[src/rtl/trace_runner_pkg.sv]
// Shared types for the yChip run controller and trace collector.
// Record layout is {ins, rd2, wb} with ins in the top word.
package trace_pkg;

    localparam int REC_W   = 96;
    localparam int INS_LSB = 64;
    localparam int RD2_LSB = 32;
    localparam int WB_LSB  = 0;

    typedef logic [1:0] state_t;

    localparam state_t ST_IDLE = 2'd0;
    localparam state_t ST_BOOT = 2'd1;
    localparam state_t ST_RUN  = 2'd2;
    localparam state_t ST_DONE = 2'd3;

    typedef struct packed {
        logic [31:0] ins;
        logic [31:0] rd2;
        logic [31:0] wb;
    } rec_t;

endpackage

[src/rtl/trace_runner_if.sv]
// Trace record stream from the collector to the host.
// valid/ready handshake; a beat transfers when both are high.
interface trace_runner_if;
    import trace_pkg::*;

    logic rec_valid;
    logic rec_ready;
    rec_t rec_data;

    modport master (output rec_valid, output rec_data, input rec_ready);
    modport slave  (input rec_valid, input rec_data, output rec_ready);

endinterface

[src/rtl/trace_fifo.sv]
// Trace record FIFO with a register-array head.
// Latency: push to non-empty is 1 cycle.
// Backpressure: a push on full is accepted only if a pop happens in the same cycle.
module trace_fifo #(
    parameter int DEPTH = 16,
    parameter int REC_W = 96
) (
    input  logic             clk,
    input  logic             rst_n,
    input  logic             push,
    input  logic [REC_W-1:0] push_dat,
    output logic             full,
    input  logic             pop,
    output logic [REC_W-1:0] pop_dat,
    output logic             empty
);

    localparam int AW = (DEPTH > 1) ? $clog2(DEPTH) : 1;
    localparam logic [AW:0] FULL_CNT = (AW+1)'(DEPTH);

    logic [REC_W-1:0] mem [DEPTH];
    logic [AW-1:0]    wr_ptr;
    logic [AW-1:0]    rd_ptr;
    logic [AW:0]      cnt;
    logic             do_push;
    logic             do_pop;

    assign full    = (cnt == FULL_CNT);
    assign empty   = (cnt == '0);
    assign do_pop  = pop && !empty;
    // a pop in the same cycle frees the slot this push lands in
    assign do_push = push && (!full || do_pop);
    assign pop_dat = mem[rd_ptr];

    always_ff @(posedge clk or negedge rst_n) begin
        if (!rst_n) begin
            for (int i = 0; i < DEPTH; i++) begin
                mem[i] <= '0;
            end
            wr_ptr <= '0;
            rd_ptr <= '0;
            cnt    <= '0;
        end else begin
            if (do_push) begin
                mem[wr_ptr] <= push_dat;
                wr_ptr      <= wr_ptr + AW'(1);
            end
            if (do_pop) begin
                rd_ptr <= rd_ptr + AW'(1);
            end
            if (do_push && !do_pop) begin
                cnt <= cnt + (AW+1)'(1);
            end else if (do_pop && !do_push) begin
                cnt <= cnt - (AW+1)'(1);
            end
        end
    end

endmodule

[src/rtl/trace_runner.sv]
// Boots yChip at a programmed entry point and captures n_ins per-instruction records.
// Latency: first record sampled two edges after start; record visible one cycle after push.
// Backpressure: host stalls via rec_ready; records arriving on a full FIFO are dropped and flagged.
module trace_runner
    import trace_pkg::*;
#(
    parameter int DEPTH = 16,
    parameter int CNTW  = 16
) (
    input  logic            clk,
    input  logic            rst_n,
    input  logic            start,
    input  logic [31:0]     entry_in,
    input  logic [CNTW-1:0] n_ins,
    input  logic [31:0]     ins,
    input  logic [31:0]     rd2,
    input  logic [31:0]     wb,
    output logic [31:0]     entry_point,
    output logic            intr,
    trace_runner_if.master  rec,
    output logic            busy,
    output logic            done,
    output logic            overflow,
    output logic [CNTW-1:0] captured
);

    state_t          state;
    logic [CNTW-1:0] n_lat;
    logic [CNTW-1:0] cap_nxt;
    logic            fifo_full;
    logic            fifo_empty;
    logic            push;
    logic            pop;
    rec_t            sample;

    assign sample.ins = ins;
    assign sample.rd2 = rd2;
    assign sample.wb  = wb;

    assign push    = (state == ST_RUN);
    assign pop     = rec.rec_valid && rec.rec_ready;
    assign cap_nxt = captured + CNTW'(1);

    // decoded from the registered state so the async reset drops them at once
    assign intr = (state == ST_BOOT);
    assign busy = (state == ST_BOOT) || (state == ST_RUN);
    assign done = (state == ST_DONE);

    assign rec.rec_valid = !fifo_empty;

    always_ff @(posedge clk or negedge rst_n) begin
        if (!rst_n) begin
            state       <= ST_IDLE;
            entry_point <= '0;
            n_lat       <= '0;
            captured    <= '0;
            overflow    <= 1'b0;
        end else begin
            case (state)
                ST_IDLE: begin
                    if (start) begin
                        entry_point <= entry_in;
                        n_lat       <= n_ins;
                        captured    <= '0;
                        overflow    <= 1'b0;
                        state       <= (n_ins == '0) ? ST_DONE : ST_BOOT;
                    end
                end
                ST_BOOT: begin
                    captured <= '0;
                    overflow <= 1'b0;
                    state    <= ST_RUN;
                end
                ST_RUN: begin
                    if (fifo_full && !pop) begin
                        overflow <= 1'b1;
                    end
                    if (captured != n_lat) begin
                        captured <= cap_nxt;
                        if (cap_nxt == n_lat) begin
                            state <= ST_DONE;
                        end
                    end else begin
                        state <= ST_DONE;
                    end
                end
                ST_DONE: begin
                    if (!start) begin
                        state <= ST_IDLE;
                    end
                end
                default: state <= ST_IDLE;
            endcase
        end
    end

    trace_fifo #(
        .DEPTH (DEPTH),
        .REC_W (REC_W)
    ) u_fifo (
        .clk      (clk),
        .rst_n    (rst_n),
        .push     (push),
        .push_dat (sample),
        .full     (fifo_full),
        .pop      (pop),
        .pop_dat  (rec.rec_data),
        .empty    (fifo_empty)
    );

endmodule
[src/flat_wrapper.sv]
// flat-port wrapper written by rule: the top's interface ports become plain ports
module trace_runner_flat import trace_pkg::*;
#(
    parameter int DEPTH = 16,
    parameter int CNTW  = 16
)
  (clk, rst_n, start, entry_in, n_ins, ins, rd2, wb, entry_point, intr, busy, done, overflow, captured, rec_rec_valid, rec_rec_data, rec_rec_ready);
  trace_runner_if rec_i ();
  input  logic clk;
  input  logic rst_n;
  input  logic start;
  input  logic [31:0] entry_in;
  input  logic [CNTW-1:0] n_ins;
  input  logic [31:0] ins;
  input  logic [31:0] rd2;
  input  logic [31:0] wb;
  output logic [31:0] entry_point;
  output logic intr;
  output logic busy;
  output logic done;
  output logic overflow;
  output logic [CNTW-1:0] captured;
  output wire logic [$bits(rec_i.rec_valid)-1:0] rec_rec_valid;
  output wire logic [$bits(rec_i.rec_data)-1:0] rec_rec_data;
  input wire logic [$bits(rec_i.rec_ready)-1:0] rec_rec_ready;
  assign rec_rec_valid = rec_i.rec_valid;
  assign rec_rec_data = rec_i.rec_data;
  assign rec_i.rec_ready = rec_rec_ready;
  trace_runner #(.DEPTH(DEPTH), .CNTW(CNTW)) u_core (.clk(clk), .rst_n(rst_n), .start(start), .entry_in(entry_in), .n_ins(n_ins), .ins(ins), .rd2(rd2), .wb(wb), .entry_point(entry_point), .intr(intr), .rec(rec_i), .busy(busy), .done(done), .overflow(overflow), .captured(captured));
endmodule
[config.mk]
export PLATFORM = sky130hd
export DESIGN_NAME = trace_runner_flat
export DESIGN_NICKNAME = d
export VERILOG_FILES = /design/src/rtl/trace_runner_pkg.sv /design/src/rtl/trace_runner_if.sv /design/src/rtl/trace_fifo.sv /design/src/rtl/trace_runner.sv /design/src/flat_wrapper.sv
export SDC_FILE = /design/constraint.sdc
export NUM_CORES = 2
export LEC_CHECK = 0
export BUFFER_PORTS_ARGS = -buffer_cell sky130_fd_sc_hd__buf_4
export CAP_MARGIN = 30
export CORE_ASPECT_RATIO = 1.1
export CORE_UTILIZATION = 27
export CTS_CLUSTER_DIAMETER = 120
export CTS_CLUSTER_SIZE = 20
export DETAILED_ROUTE_END_ITERATION = 8
export HOLD_SLACK_MARGIN = 0.03
export PLACE_DENSITY_LB_ADDON = 0.08
export SLEW_MARGIN = 20
export SYNTH_ARGS = -nofsm -noshare
export SYNTH_HDL_FRONTEND = slang
export SYNTH_SLANG_ARGS = --single-unit
export TNS_END_PERCENT = 30
[constraint.sdc]
create_clock -name clk -period 6.66 [get_ports clk]
set_input_delay 1.332 -clock clk [delete_from_list [all_inputs] [get_ports clk]]
set_output_delay 1.332 -clock clk [all_outputs]
set_load 0.005 [all_outputs]
After elaboration in Yosys (flattened, before gate mapping)
Cells that the tools add are included.
Operators by class
  add/subtract/negate cells: 5
  $lt $le $gt $ge: 3
  eq/ne operators: 11
  mux-type cells: 20
  bitwise gates (word level): 2
  reductions and logical operators: 23
Operators with widths (number)
  1536-bit bitwise mux: 1
  96-bit binary-select mux with 4-bit select: 1
  96-bit demux with 4-bit select: 1
  96-bit two-way mux: 3
  16-bit one-hot mux with 3 select lines: 1
  16-bit two-way mux: 2
  16-bit by 1-bit adder with 16-bit output, second input constant: 1
  16-bit equality test: 1
  16-bit zero test: 1
  16-bit != test: 1
  5-bit >= comparator, second input constant: 2
  2-bit two-way mux: 5
  5-bit two-way mux: 2
  4-bit inverter with 5-bit output: 2
  3-bit AND reduction: 3
  4-bit by 1-bit adder with 4-bit output, second input constant: 2
  2-bit one-hot mux with 4 select lines: 1
  1-bit logical AND: 7
  5-bit by 1-bit adder with 5-bit output, second input constant: 1
  5-bit equality test, second input constant: 1
  1-bit zero test: 5
  5-bit zero test: 1
  5-bit by 1-bit < comparator with 1-bit output, second input constant: 1
  5-bit by 1-bit subtractor with 5-bit output, second input constant: 1
  12 further kinds: 17
Word-level totals
  flip-flop bits (word level): 1616
  input bits: 148
  output and inout bits: 149
  logic and storage cells: 88

Logic depth before layout (Yosys ltp)
  word-level depth: 10
  depth in mapped cells: 13
  depth with buffers taken out: 12

Cells and area by module
A second synthesis with hierarchy kept.
Unflattened totals
  cell total of the unflattened synthesis: 4552
  area total of the unflattened synthesis: 73591.8 um^2
Modules (own cells, without submodules)
  trace_fifo: times used 1, cells each 4237, area each 70108.5 um^2, seq. area each 38762.2 um^2
  trace_runner: times used 1, cells each 315, area each 3483.3 um^2, seq. area each 1676.6 um^2

Least setup slack after synthesis
OpenSTA, ideal clock, no wires.
  kind: register to output
  from: register u_core.u_fifo.rd_ptr[0]
  to: output rec_rec_data[77]
  arrival time: 2.305 ns
  required time: 5.328 ns
  path slack: 3.023 ns
  stages on the path, launching flop included: 6
  path buffers: 3
  path through: dfrtp_1 -> buf_2 -> buf_2 -> buf_1 -> mux4_2 -> mux4_2
Between the ends
  word-level cells in the longest chain between the ends: 4
Ends and longest elaborated chain
  start, declared: RTL line trace_fifo.sv:23  | logic [AW-1:0] rd_ptr;
  start signal, assigned: RTL line trace_fifo.sv:49  | rd_ptr <= rd_ptr + AW'(1);
  4-bit inverter with 5-bit output (implied by the code): RTL line trace_fifo.sv:33  | assign pop_dat = mem[rd_ptr];
  96-bit binary-select mux with 4-bit select: RTL line trace_fifo.sv:33
  96-bit two-way mux (implied by the code) (2 in a row): RTL line trace_fifo.sv:33
  end, declared: RTL line flat_wrapper.sv:24  | output wire logic [$bits(rec_i.rec_data)-1:0] rec_rec_data;
No other way between the ends. The select of a mux whose other input is x is not followed.

Final worst setup path
  from: register u_core.u_fifo.rd_ptr[0]
  to: output rec_rec_data[25]
Same word-level chain as after synthesis.

==> run metrics <==
worst reg2reg path depth=8; Synth top area share=55.66%; DIE WIDTH=496.6 um; DR DRC count=0; RSZ-0062 raised after global routing=no; # rows=199; Synth area leaders=dfrtp_1 56%, mux2_2 25%, mux4_2 15%; post-synthesis mux area share=39.46%; clock group share of total power=16.9%; initial core utilization=27.17%; register bit total from synthesis=1616; Sequential Power Share=44.6%; leakage=37.02 nW; Synth Flop Type=dfrtp_1; Min-Delay Path Depth=1; Post-Synthesis Cells=4312; worst hold path class=reg -> reg; area grow syn2layout=11.81%; initial antenna violation count=27; fin crit period=5.002 ns; syn_nets=4476; Switching Power=11.10 mW; largest family of logic cells by synthesized area=multiplexers; CTS tree=done; number of detailed-route iterations in the first pass=5; wire per inst=26.42 um; Clock Skew=0.03706 ns; crit path buf inv count=3; Post-Synth XOR/XNOR Area=0.3979%; # hold bufs at CTS=0; I/O pin count=297; max incr delay on CP=0.96 ns; clk_lat worst skew=0.76 ns; die area=0.2711 mm^2; post-CTS sizing=0; simple-gate share of the synthesized area=0.8818%; Reg clk slew, reported paths=0.10 ns; Max IR drop VDD=0.2389 mV; Net Sw Frac=31.37%; Place WS=2.227 ns; final net count=4563; Final Cycle Share=75.10%; clk sinks=1616; die height=546.0 um; Crit. End Element=primary output; proportion of layout cells with a drive suffix above 1=58.47%; first-pass GRT wire length=311200 um; Worst-Margin Slew=1.002 ns; Util after Layout=30.38%; CP Max Fanout=29; post-synth top area cell=dfrtp_1; Detailed Route Iter0 Violations=1760; WP depth=5; Comb pwr share=38.5%; Crit path required time=5.33 ns; I/O Buffers=296; post-synthesis compound-gate area fraction=0.6528%; synthesized area=0.07265 mm^2; DP HPWL=113100 um; vias per cell=4.851; final wirelength=209500 um; Distinct cells, synth=55; count of final hold-check violations=0; crit path DAT=3.67 ns; total congestion overflow=0; CTS root buf=clkbuf_16; setup violators final=0; TritonCTS Buffers=91; core box area=0.2674 mm^2; Longest Clk Path Bufs=3; maxcap violations=0; CTS H-tree lvls=3; Tot GR Track Use=15.59%; P_int=24.29 mW; crit path cell chain=buf_12, buf_12, mux4_2, mux4_2, buf_4; headroom to the max-slew limit=33.21%; Post-CTS Repair Setup Buffers=0; final setup TNS=0 ns; async set-reset flop share out of synthesis=100.0%; adder-cell share of the synthesized area=0.2859%; Final GP Congestion=0.6832; vias in the first global route=42406; maximum number of pins on one net before global-route repair=142; PnR worst setup slack=1.658 ns; critical path's top delay family=multiplexers; Syn. warnings=0; pwr dens=435.8 mW/mm^2; EDFF count, synth=0; CP startpoint kind=register; Fmax=0.1999 GHz; CP max stage cell=dfrtp_4; crit path kind=reg -> out; Syn Area/Cell=16.85 um^2; sequential area share after synthesis=55.66%; Post-DRT Antenna Nets=0; Slew Viols, Final=0; outcome=complete, no violations; vias=38473
Yosys cell counts (all sizes together), types with 7 or more instances:
cell type  instances
nand4             10
clkbuf           173
nor2              13
mux2            1585
ha                15
inv               14
o31ai              8
xnor2             16
dfrtp           1616
a31oi              8
nand3             18
mux4             480
nor4               8
o21ai             27
xor2              17
nand2             27
buf              216
a21oi              7
logic make-up after synthesis:
family / after synthesis
flip-flops: 1616
multiplexers: 2066
AND/OR/NAND/NOR: 106
XOR/XNOR: 33
buffers and inverters: 403
adder cells (fa/ha/maj): 16
AO/OA/AOI/OAI: 72
power groups by stage:
| stage | combinational (mW) | sequential (mW) | clock [mW] |
|---|---|---|---|
| floorplan | 9.72 | 15.1 | 0 |
| global placement | 13.9 | 16.0 | 0 |
| detailed placement | 14.1 | 16.0 | 0 |
| CTS | 14.1 | 15.8 | 6.40 |
| global route | 14.8 | 16.3 | 6.67 |
| finish | 13.6 | 15.8 | 5.98 |
metal layers:
layer  vias to the layer above  wire length (um)  track usage (%)
li1                      16289                 -                -
met1                     21513             98610            21.96
met2                       479            101300            25.59
met3                       178              6352            2.044
met4                        14              3140            3.042
met5                         -                98                0
per-stage QoR:
step	total power, mW	cells	cell area (um^2)	hold WS, ns
finish	35.40	7931	81230	0.4954
global route	37.76	7928	81220	0.5107
CTS	36.29	7926	81220	0.4541
detailed placement	30.08	7823	78790	0.4828
global placement	29.86	7819	78700	0.4747
floorplan	24.78	4312	72650	0.4546
layout by cell type (no fill, tap or decap), types with 10 or more instances in the layout:
cell / netlist / final
dfrtp_1: 1616 / 1612
mux2_2: 1585 / 1585
mux4_2: 480 / 480
buf_4: 60 / 334
clkbuf_16: 0 / 93
buf_12: 0 / 46
o21ai_0: 27 / 27
nand2_1: 27 / 26
xor2_1: 17 / 17
xnor2_1: 16 / 16
ha_1: 15 / 15
inv_1: 14 / 14
nor2_1: 13 / 13
nand3_4: 0 / 12
nand4_1: 10 / 10
state kept, by name, indices dropped and copies added, names as in the netlist:
register              count
u_core.u_fifo.mem      1536
u_core.entry_point       32
u_core.captured          16
u_core.n_lat             16
u_core.u_fifo.cnt         5
u_core.u_fifo.rd_ptr      4
u_core.u_fifo.wr_ptr      4
u_core.state              2
u_core.overflow           1
cell type report:
| class | count | area (um^2) |
|---|---|---|
| inverters | 14 | 52.55 |
| clock buffers | 94 | 2331 |
| diodes | 5 | 12.51 |
| fillers | 26546 | 186200 |
| repair buffers | 383 | 3511 |
| well taps | 3517 | 4400 |
| flip-flops and latches | 1616 | 40450 |
| clock inverters | 9 | 93.84 |
| multi-input cells | 2293 | 30370 |
worst paths after layout:
kind | start | end | slack, ns
worst max-delay path | u_core.u_fifo.rd_ptr[0] | rec_rec_data[25] | 1.66
worst min register to register | u_core.u_fifo.cnt[4] | u_core.u_fifo.cnt[4] | 0.50
worst max register to register | u_core.state[0] | u_core.u_fifo.mem[1380] | 2.82
min in group asynchronous | rst_n | u_core.u_fifo.mem[1513] | 0.52
worst min-delay path | u_core.u_fifo.cnt[4] | u_core.u_fifo.cnt[4] | 0.50
max in group asynchronous | rst_n | u_core.u_fifo.mem[167] | 4.55
worst reg2reg max path, delay by kind of cell, from the launching register on:
kind	cells	cell delay, ns
simple gates	2	1.13
flops	1	0.43
buf+inv	4	1.37
mux	1	0.35
fa+ha+maj	1	0.46
(Power assumes the default switching activity.)
